`src/rtl/aq_idu_reg_busy_sb.sv`:
```
// Register busy scoreboard for the IDU: issue marks the destination busy, writebacks clear it,
// and source lookups report RAW hazards. Optional macro AQ_IDU_SB_WB_BYPASS_EN adds same-cycle wb bypass.
module aq_idu_reg_busy_sb #(
  parameter int unsigned IDX_W    = 5,
  parameter int unsigned WB_PORTS = 2,
  parameter int unsigned SRC_NUM  = 2,
  parameter bit          R0_ZERO  = 1'b1,
  localparam int unsigned REG_NUM = 2**IDX_W
) (
  input  logic                        forever_cpuclk,
  input  logic                        cpurst,
  input  logic                        flush,
  input  logic                        issue_vld,
  input  logic [IDX_W-1:0]            issue_dst_idx,
  input  logic [WB_PORTS-1:0]         wb_vld,
  input  logic [WB_PORTS*IDX_W-1:0]   wb_idx,
  input  logic [SRC_NUM*IDX_W-1:0]    src_idx,
  output logic [SRC_NUM-1:0]          src_busy,
  output logic                        dst_busy,
  output logic [REG_NUM-1:0]          busy_vec,
  output logic [IDX_W:0]              busy_cnt
);

  function automatic logic [REG_NUM-1:0] onehot(input logic [IDX_W-1:0] idx);
    logic [REG_NUM-1:0] oh;
    oh      = {REG_NUM{1'b0}};
    oh[idx] = 1'b1;
    return oh;
  endfunction

  function automatic logic [IDX_W:0] popcount(input logic [REG_NUM-1:0] v);
    logic [IDX_W:0] c;
    c = {(IDX_W+1){1'b0}};
    for (int k = 0; k < int'(REG_NUM); k++) begin
      c = c + {{IDX_W{1'b0}}, v[k]};
    end
    return c;
  endfunction

  logic [REG_NUM-1:0] busy_q, busy_d;
  logic [IDX_W:0]     cnt_q, cnt_d;
  logic [REG_NUM-1:0] clr_s, set_s;
  logic [SRC_NUM-1:0] byp_s;

  // Next table: clears from all wb ports, then the issue set on top so a same-index set wins.
  always_comb begin
    clr_s = {REG_NUM{1'b0}};
    for (int p = 0; p < int'(WB_PORTS); p++) begin
      clr_s = clr_s | (wb_vld[p] ? onehot(wb_idx[p*IDX_W +: IDX_W]) : {REG_NUM{1'b0}});
    end
    set_s = issue_vld ? onehot(issue_dst_idx) : {REG_NUM{1'b0}};
    if (flush) begin
      busy_d = {REG_NUM{1'b0}};
    end else begin
      busy_d = (busy_q & ~clr_s) | set_s;
    end
    busy_d[0] = busy_d[0] & ~R0_ZERO;
    cnt_d     = popcount(busy_d);
  end

`ifdef AQ_IDU_SB_WB_BYPASS_EN
  // Same-cycle writeback hides the hazard from the matching source lookup.
  always_comb begin
    byp_s = {SRC_NUM{1'b0}};
    for (int s = 0; s < int'(SRC_NUM); s++) begin
      for (int p = 0; p < int'(WB_PORTS); p++) begin
        byp_s[s] = byp_s[s] |
                   (wb_vld[p] & (wb_idx[p*IDX_W +: IDX_W] == src_idx[s*IDX_W +: IDX_W]));
      end
    end
  end
`else
  assign byp_s = {SRC_NUM{1'b0}};
`endif

  // Zero-latency lookups against the registered table, masked during reset.
  always_comb begin
    src_busy = {SRC_NUM{1'b0}};
    for (int s = 0; s < int'(SRC_NUM); s++) begin
      src_busy[s] = ~cpurst & busy_q[src_idx[s*IDX_W +: IDX_W]] & ~byp_s[s] &
                    ~(R0_ZERO & (src_idx[s*IDX_W +: IDX_W] == {IDX_W{1'b0}}));
    end
    dst_busy = ~cpurst & busy_q[issue_dst_idx] &
               ~(R0_ZERO & (issue_dst_idx == {IDX_W{1'b0}}));
  end

  // Table and its population count advance together.
  always_ff @(posedge forever_cpuclk) begin
    if (cpurst) begin
      busy_q <= {REG_NUM{1'b0}};
      cnt_q  <= {(IDX_W+1){1'b0}};
    end else begin
      busy_q <= busy_d;
      cnt_q  <= cnt_d;
    end
  end

  assign busy_vec = busy_q;
  assign busy_cnt = cnt_q;

endmodule

```
`config.mk`:
```
export PLATFORM = sky130hd
export DESIGN_NAME = aq_idu_reg_busy_sb
export DESIGN_NICKNAME = d
export VERILOG_FILES = /design/src/rtl/aq_idu_reg_busy_sb.sv
export SDC_FILE = /design/constraint.sdc
export NUM_CORES = 1
export LEC_CHECK = 0
export ABC_AREA = 1
export CAP_MARGIN = 10
export CORE_ASPECT_RATIO = 2
export CORE_MARGIN = 1
export CORE_UTILIZATION = 46
export DETAILED_ROUTE_END_ITERATION = 7
export GPL_TIMING_DRIVEN = 0
export PLACE_DENSITY = 0.72
export SLEW_MARGIN = 10
export SYNTH_ARGS = -nofsm -noshare
export SYNTH_HDL_FRONTEND = slang
export SYNTH_SLANG_ARGS = --single-unit
```
`constraint.sdc`:
```
create_clock -name forever_cpuclk -period 11 [get_ports forever_cpuclk]
set_clock_uncertainty 0.05 [all_clocks]
set_input_delay 1.1 -clock forever_cpuclk [delete_from_list [all_inputs] [get_ports forever_cpuclk]]
set_output_delay 1.1 -clock forever_cpuclk [all_outputs]
set_load 0.05 [all_outputs]
```
==> results of run 1 <==
path summary, 6_finish.rpt:
check | endpoint | cells past startpoint | startpoint | slack [ps]
worst max-delay path | busy_cnt[4] | 20 | wb_idx[6] | 3800
worst min register to register | busy_vec[9] | 4 | busy_vec[9] | 640
worst max register to register | busy_cnt[4] | 17 | busy_vec[16] | 5460
worst min-delay path | busy_vec[9] | 4 | busy_vec[9] | 640
power by group through the flow:
stage | Clock [W] | Sequential [W] | Combinational, W
finish | 0.000167 | 0.000136 | 0.0000881
CTS | 0.000167 | 0.000136 | 0.0000868
detailed placement | 0 | 0.000139 | 0.0000862
global route | 0.000171 | 0.000136 | 0.0000952
global placement | 0 | 0.000139 | 0.0000850
floorplan | 0 | 0.000143 | 0.0000462
synthesized netlist by cell type (9+ instances only):
| cell | count |
|---|---|
| nor3_2 | 12 |
| inv_1 | 77 |
| nor2_1 | 38 |
| and2_1 | 11 |
| o21ai_0 | 9 |
| a21oi_1 | 18 |
| nand2_1 | 214 |
| nand3_1 | 77 |
| nor3_1 | 20 |
| o21ai_1 | 18 |
| fa_1 | 23 |
| dfxtp_1 | 37 |
| inv_2 | 13 |
metrics by stage:
stage / setup slack (ps) / instance area [sq um] / hold WS [ps]
final: 3800 / 4630 / 642
after global routing: 3530 / 4630 / 661
after CTS: 3830 / 4630 / 625
after detailed placement: 3540 / 4460 / 617
after global placement: 3590 / 4460 / 617
after floorplan: 4820 / 3680 / 760
cell type report:
type                            instances  area [sq um]
Tap cell                               94           118
Buffer                                 15          71.3
Timing Repair Buffer                   66           661
Fill cell                             789          3020
Clock buffer                            5           125
Clock inverter                          3          46.3
Multi-Input combinational cell        466          2530
Inverter                               90           338
Sequential cell                        37           741
worst reg2reg max path, cell delays in order, from the launching register on:
cell and delay (ps):
dfxtp_1 480, nand3_1 260, a21oi_1 300, fa_1 500, fa_1 530, fa_1 450, fa_1 500, fa_1 520
inv_1 50, fa_1 470, fa_1 430, fa_1 380, inv_1 90, nand2_1 60, nand2_1 70, a21oi_1 70
o21ai_0 150, a21oi_1 50
placed cells by master (no fill, tap or decap), types with 2 or more instances in the layout:
master,netlist,final
nor2_2,3,3
buf_4,2,2
ha_1,7,7
o21ai_1,18,18
o21ai_0,9,9
buf_2,4,4
a21oi_2,2,2
dfxtp_1,37,37
a21oi_1,18,18
nand2_1,214,214
a31oi_1,2,2
clkdlybuf4s50_1,0,66
nand3_1,77,77
inv_2,13,13
clkbuf_1,7,7
clkbuf_2,2,2
nor3_1,20,20
fa_1,23,23
nand4_1,4,4
clkbuf_16,0,5
o22ai_1,2,2
nor3_2,12,12
nor2_1,38,38
inv_1,77,77
and2_1,11,11
sequential cells by signal (all words and copies together), names as in the netlist:
signal and count:
busy_cnt 6, busy_vec 31
cell families after synthesis:
kind of cell	after synthesis	share of synthesized area (%)
AO/OA/AOI/OAI	54	7.88
adder cells (fa/ha/maj)	30	14.9
buffers and inverters	105	11.1
flip-flops	37	20.1
other	1	0.102
AND/OR/NAND/NOR	381	45.9
per-layer routing:
layer / up-vias / part of all wire, %
li1: 2062 / -
met2: 197 / 54
met1: 1980 / 32
met4: 0 / 8.9
met5: - / 0
met3: 67 / 5.4
==> impl_metrics.py, run 1 <==
metrics = {
    "outcome": {
        "status": "completed",
    },
    "floorplan": {
        "die_area_sq_mm": 0.00839,
        "start_util_pct": 48.1,
        "die_h_um": 129,
        "io_pins": 72,
        "row_count": 45,
        "die_w_um": 65.3,
        "core_area_sq_mm": 0.00766,
    },
    "logic_synthesis": {
        "netlist_instances": 608,
        "yosys_warnings": 0,
        "synth_cell_types": 29,
        "synth_edf_count": 0,
        "syn_nets": 669,
        "synth_seq_cells": 37,
        "synth_top_area_share_pct": 21.8,
        "syn_area_sq_mm": 0.00368,
        "synthTopCellsByArea": "nand2_1 (22%), dfxtp_1 (20%), fa_1 (13%)",
        "synth_seq_area_share_pct": 20.1,
        "synth_area_leader_cell": "nand2_1",
        "synthFlopType": "dfxtp_1",
        "async_flop_share_pct": 0,
        "postSynthAreaPerCell_sq_um": 6.06,
    },
    "cells_and_area": {
        "layout.nets": 742,
        "diodes": 0,
        "fin_util_pct": 60.5,
        "fin_cells": 776,
        "area_delta_synth_final_pct": 25.8,
        "drive_gt1_share_pct": 7.04,
    },
    "sta": {
        "max_slew_margin_pct": 28.8,
        "final-setup-viol-count": 0,
        "rsz0062_at_grt": "false",
        "drv_slew": 0,
        "fin_tns_setup_ps": 0,
        "hold_violations": 0,
        "worst_pin_slew_ps": 1060,
        "period_share_pct": 65.4,
        "max_freq_mhz": 139,
        "period_needed_ps": 7200,
    },
    "grt": {
        "gr-usage-met2_pct": 72.6,
        "antenna_found_initial": 0,
        "grt_util_met3_pct": 6.12,
        "grt_first_pass_wirelength_um": 23300,
        "grt_pass1_vias": 4445,
        "grt-ovfl-total": 0,
        "top_usage_layer": "met2",
        "gr-usage-met1_pct": 33.4,
        "grtUsageTotal_pct": 38.7,
        "grt_max_degree": 14,
    },
    "power": {
        "ir_drop_mv": 0.129,
        "pwr-share-comb_pct": 22.5,
        "clkPwrFrac_pct": 42.6,
        "power.total_w": 0.000391,
        "switchingPower_w": 0.000120,
        "powerDensity_mw_per_mm2": 84.4,
        "leakage_nw": 2.01,
        "seq_power_share_pct": 34.9,
        "sw_frac_of_total_pct": 30.7,
        "p_int_w": 0.000271,
    },
    "critical_path": {
        "path_cells": "clkdlybuf4s50_1, nor3_1, nand2_1, nand3_1, a21oi_1, fa_1, fa_1, fa_1, fa_1, fa_1, inv_1, fa_1, fa_1, fa_1, inv_1, nand2_1, nand2_1, a21oi_1, o21ai_0, a21oi_1",
        "crit_path_top_delay_cell": "nor3_1",
        "end_kind": "flop",
        "crit_buf_inv": 3,
        "crit_family": "adder cells",
        "crit_type": "in2reg",
        "setup.worst_path.start_class": "input port",
        "critPathMaxStageDelay_ps": 880,
        "cp_data_arrival_time_ps": 7320,
        "critPathRequiredTime_ps": 11130,
        "crit_fanout": 7,
        "cpMostUsedCell": "fa_1",
    },
    "clock_tree": {
        "cts_inserted_buffers": 5,
        "post_cts_buffers": 0,
        "clock_tree.root_cell": "clkbuf_16",
        "clk_pin_slew_worst_paths_ps": 60,
        "cts_sinks": 37,
        "cts_tree": "built",
        "cts_max_level": 2,
        "hold_buffers": 0,
        "clockBufferDepth": 2,
        "post_cts_resized": 0,
        "clk_latency_ps": 290,
    },
    "detailed_routing": {
        "wire_per_inst_um": 19.8,
        "wirelength_um": 15300,
        "antenna_left": 0,
        "first_pass_iters": 5,
        "viasPerCell": 5.55,
        "drcViolationCount": 0,
        "num_vias": 4306,
        "drtIter0Drc": 198,
    },
    "placed_design": {
        "place_hpwl_um": 12700,
        "placed_cells": 768,
        "gp_congestion": 1.02,
        "port_buffers": 66,
    },
    "flow_run": {
        "cap_viol_max_count": 0,
    },
    "min_path": {
        "hold_class": "reg2reg",
    },
}
Power figures use the tool's default switching activity.
==> run 2: changes to the inputs <==
PLACE_DENSITY = 0.75   (was 0.72)
clock period = 6.35 ns   (was 11 ns; I/O delays follow)
==> impl_metrics.py, run 2 (synthesis results as in run 1) <==
metrics = {
    "sta": {
        "fin_hold_ws_ps": 623,
        "period_needed_ps": 6170,
        "max_freq_mhz": 162,
        "fin_tns_setup_ps": 0,
        "max_slew_margin_pct": 49.7,
        "period_share_pct": 97.1,
        "worst_pin_slew_ps": 750,
        "setup_ws_ps": 184,
        "final-setup-viol-count": 0,
        "drv_slew": 0,
        "hold_violations": 0,
    },
    "detailed_routing": {
        "wire_per_inst_um": 19.7,
        "wirelength_um": 15600,
        "first_pass_iters": 5,
        "antenna_left": 0,
        "drcViolationCount": 0,
        "drtIter0Drc": 298,
        "viasPerCell": 5.58,
        "num_vias": 4417,
    },
    "critical_path": {
        "cp_data_arrival_time_ps": 6290,
        "end_kind": "flop",
        "setup.worst_path.start_class": "input port",
        "crit_type": "in2reg",
        "critPathRequiredTime_ps": 6470,
        "crit_fanout": 5,
    },
    "placed_design": {
        "place_hpwl_um": 12500,
        "port_buffers": 66,
        "placed_cells": 768,
        "pre_cts_ws_ps": -638,
        "gp_congestion": 1.04,
    },
    "power": {
        "seq_power_share_pct": 36.9,
        "leakage_nw": 2.23,
        "ir_drop_mv": 0.160,
        "pwr-share-comb_pct": 26.5,
        "clkPwrFrac_pct": 36.7,
        "sw_frac_of_total_pct": 32.3,
        "switchingPower_w": 0.000207,
        "powerDensity_mw_per_mm2": 130,
        "p_int_w": 0.000434,
    },
    "cells_and_area": {
        "final_common_cell": "nand2_1",
        "largest_reg_flops": 31,
        "fin_util_pct": 64.4,
        "area_delta_synth_final_pct": 33.8,
        "fin_cells": 792,
        "drive_gt1_share_pct": 12.0,
        "layout_common_cells": "nand2_1 (214), inv_1 (77), nand3_1 (77)",
        "diodes": 0,
        "layout.nets": 758,
    },
    "floorplan": {
        "row_count": 45,
        "start_util_pct": 48.1,
        "core_area_sq_mm": 0.00766,
        "die_w_um": 65.3,
        "die_area_sq_mm": 0.00839,
        "io_pins": 72,
        "die_h_um": 129,
    },
    "clock_tree": {
        "clockBufferDepth": 2,
        "clock_tree.root_cell": "clkbuf_16",
        "cts_sinks": 37,
        "hold_buffers": 0,
        "clk_pin_slew_worst_paths_ps": 60,
        "cts_tree": "built",
        "cts_inserted_buffers": 5,
        "cts_max_level": 2,
        "clk_latency_ps": 280,
    },
    "grt": {
        "grt_pass1_vias": 4509,
        "grt_max_degree": 12,
        "antenna_found_initial": 0,
        "grtUsageTotal_pct": 39.5,
        "grt_first_pass_wirelength_um": 24000,
        "grt-ovfl-total": 0,
    },
    "min_path": {
        "hold_class": "reg2reg",
    },
    "outcome": {
        "status": "completed",
    },
    "flow_run": {
        "cap_viol_max_count": 0,
    },
}
==> run 2: worst max-delay path, cell delays in order <==
cell	delay, ps
dlygate4sd2_1	390
inv_2	160
nor3_4	330
inv_1	120
o21ai_1	170
nand2_1	120
fa_1	540
fa_1	430
fa_1	570
inv_1	70
fa_1	460
fa_1	520
inv_1	60
fa_1	480
fa_2	370
fa_1	360
inv_1	90
nand2_1	50
nand2_1	60
a21oi_1	70
o21ai_0	160
a21oi_1	60
==> run 2: timing repair <==
action / CTS / global route
gates resized for setup: 32 / 21
pin swaps: 2 / 9
setup endpoints to repair: 5 / 5
buffers inserted: 5 / 11
==> run 2: final cells by class <==
type / count / area (sq um)
clock inverters: 2 / 10.0
repair buffers: 82 / 806
clock buffers: 6 / 129
plain buffers: 15 / 71.3
multi-input cells: 466 / 2720
fillers: 763 / 2730
well taps: 94 / 118
inverters: 90 / 340
flip-flops and latches: 37 / 741
==> run 2: final timing paths <==
| kind | from | end | slack [ps] | cells after the start |
|---|---|---|---|---|
| worst min register to register | busy_vec[19] | busy_vec[19] | 620 | 4 |
| worst max register to register | busy_vec[16] | busy_cnt[4] | 910 | 17 |
| worst min-delay path | busy_vec[19] | busy_vec[19] | 620 | 4 |
| worst max-delay path | issue_dst_idx[2] | busy_cnt[4] | 180 | 22 |
==> run 2: metal layers <==
layer,global-route usage (%),routed length (um),up-vias
li1,-,-,2092
met1,36.7,4880,2025
met2,70.6,8170,219
met3,7.89,1080,81
met4,34.1,1510,0
met5,0,0,-
==> run 2: through the flow <==
stage               area [sq um]  power (W)
floorplan                   3680   0.000328
global placement            4460   0.000387
detailed placement          4460   0.000389
CTS                         4800   0.000633
global route                4930   0.000665
finish                      4930   0.000641
==> run 2: power groups by stage <==
stage / Sequential [W] / Combinational (W) / Clock [W]
floorplan: 0.000248 / 0.0000799 / 0
global placement: 0.000241 / 0.000146 / 0
detailed placement: 0.000241 / 0.000148 / 0
CTS: 0.000236 / 0.000160 / 0.000237
global route: 0.000236 / 0.000182 / 0.000247
finish: 0.000236 / 0.000170 / 0.000235
==> run 3: changes to the inputs <==
CAP_MARGIN = unset   (was 10)
==> results of run 3 <==
The final DEF is identical to that of run 2; final timing and power are the same.
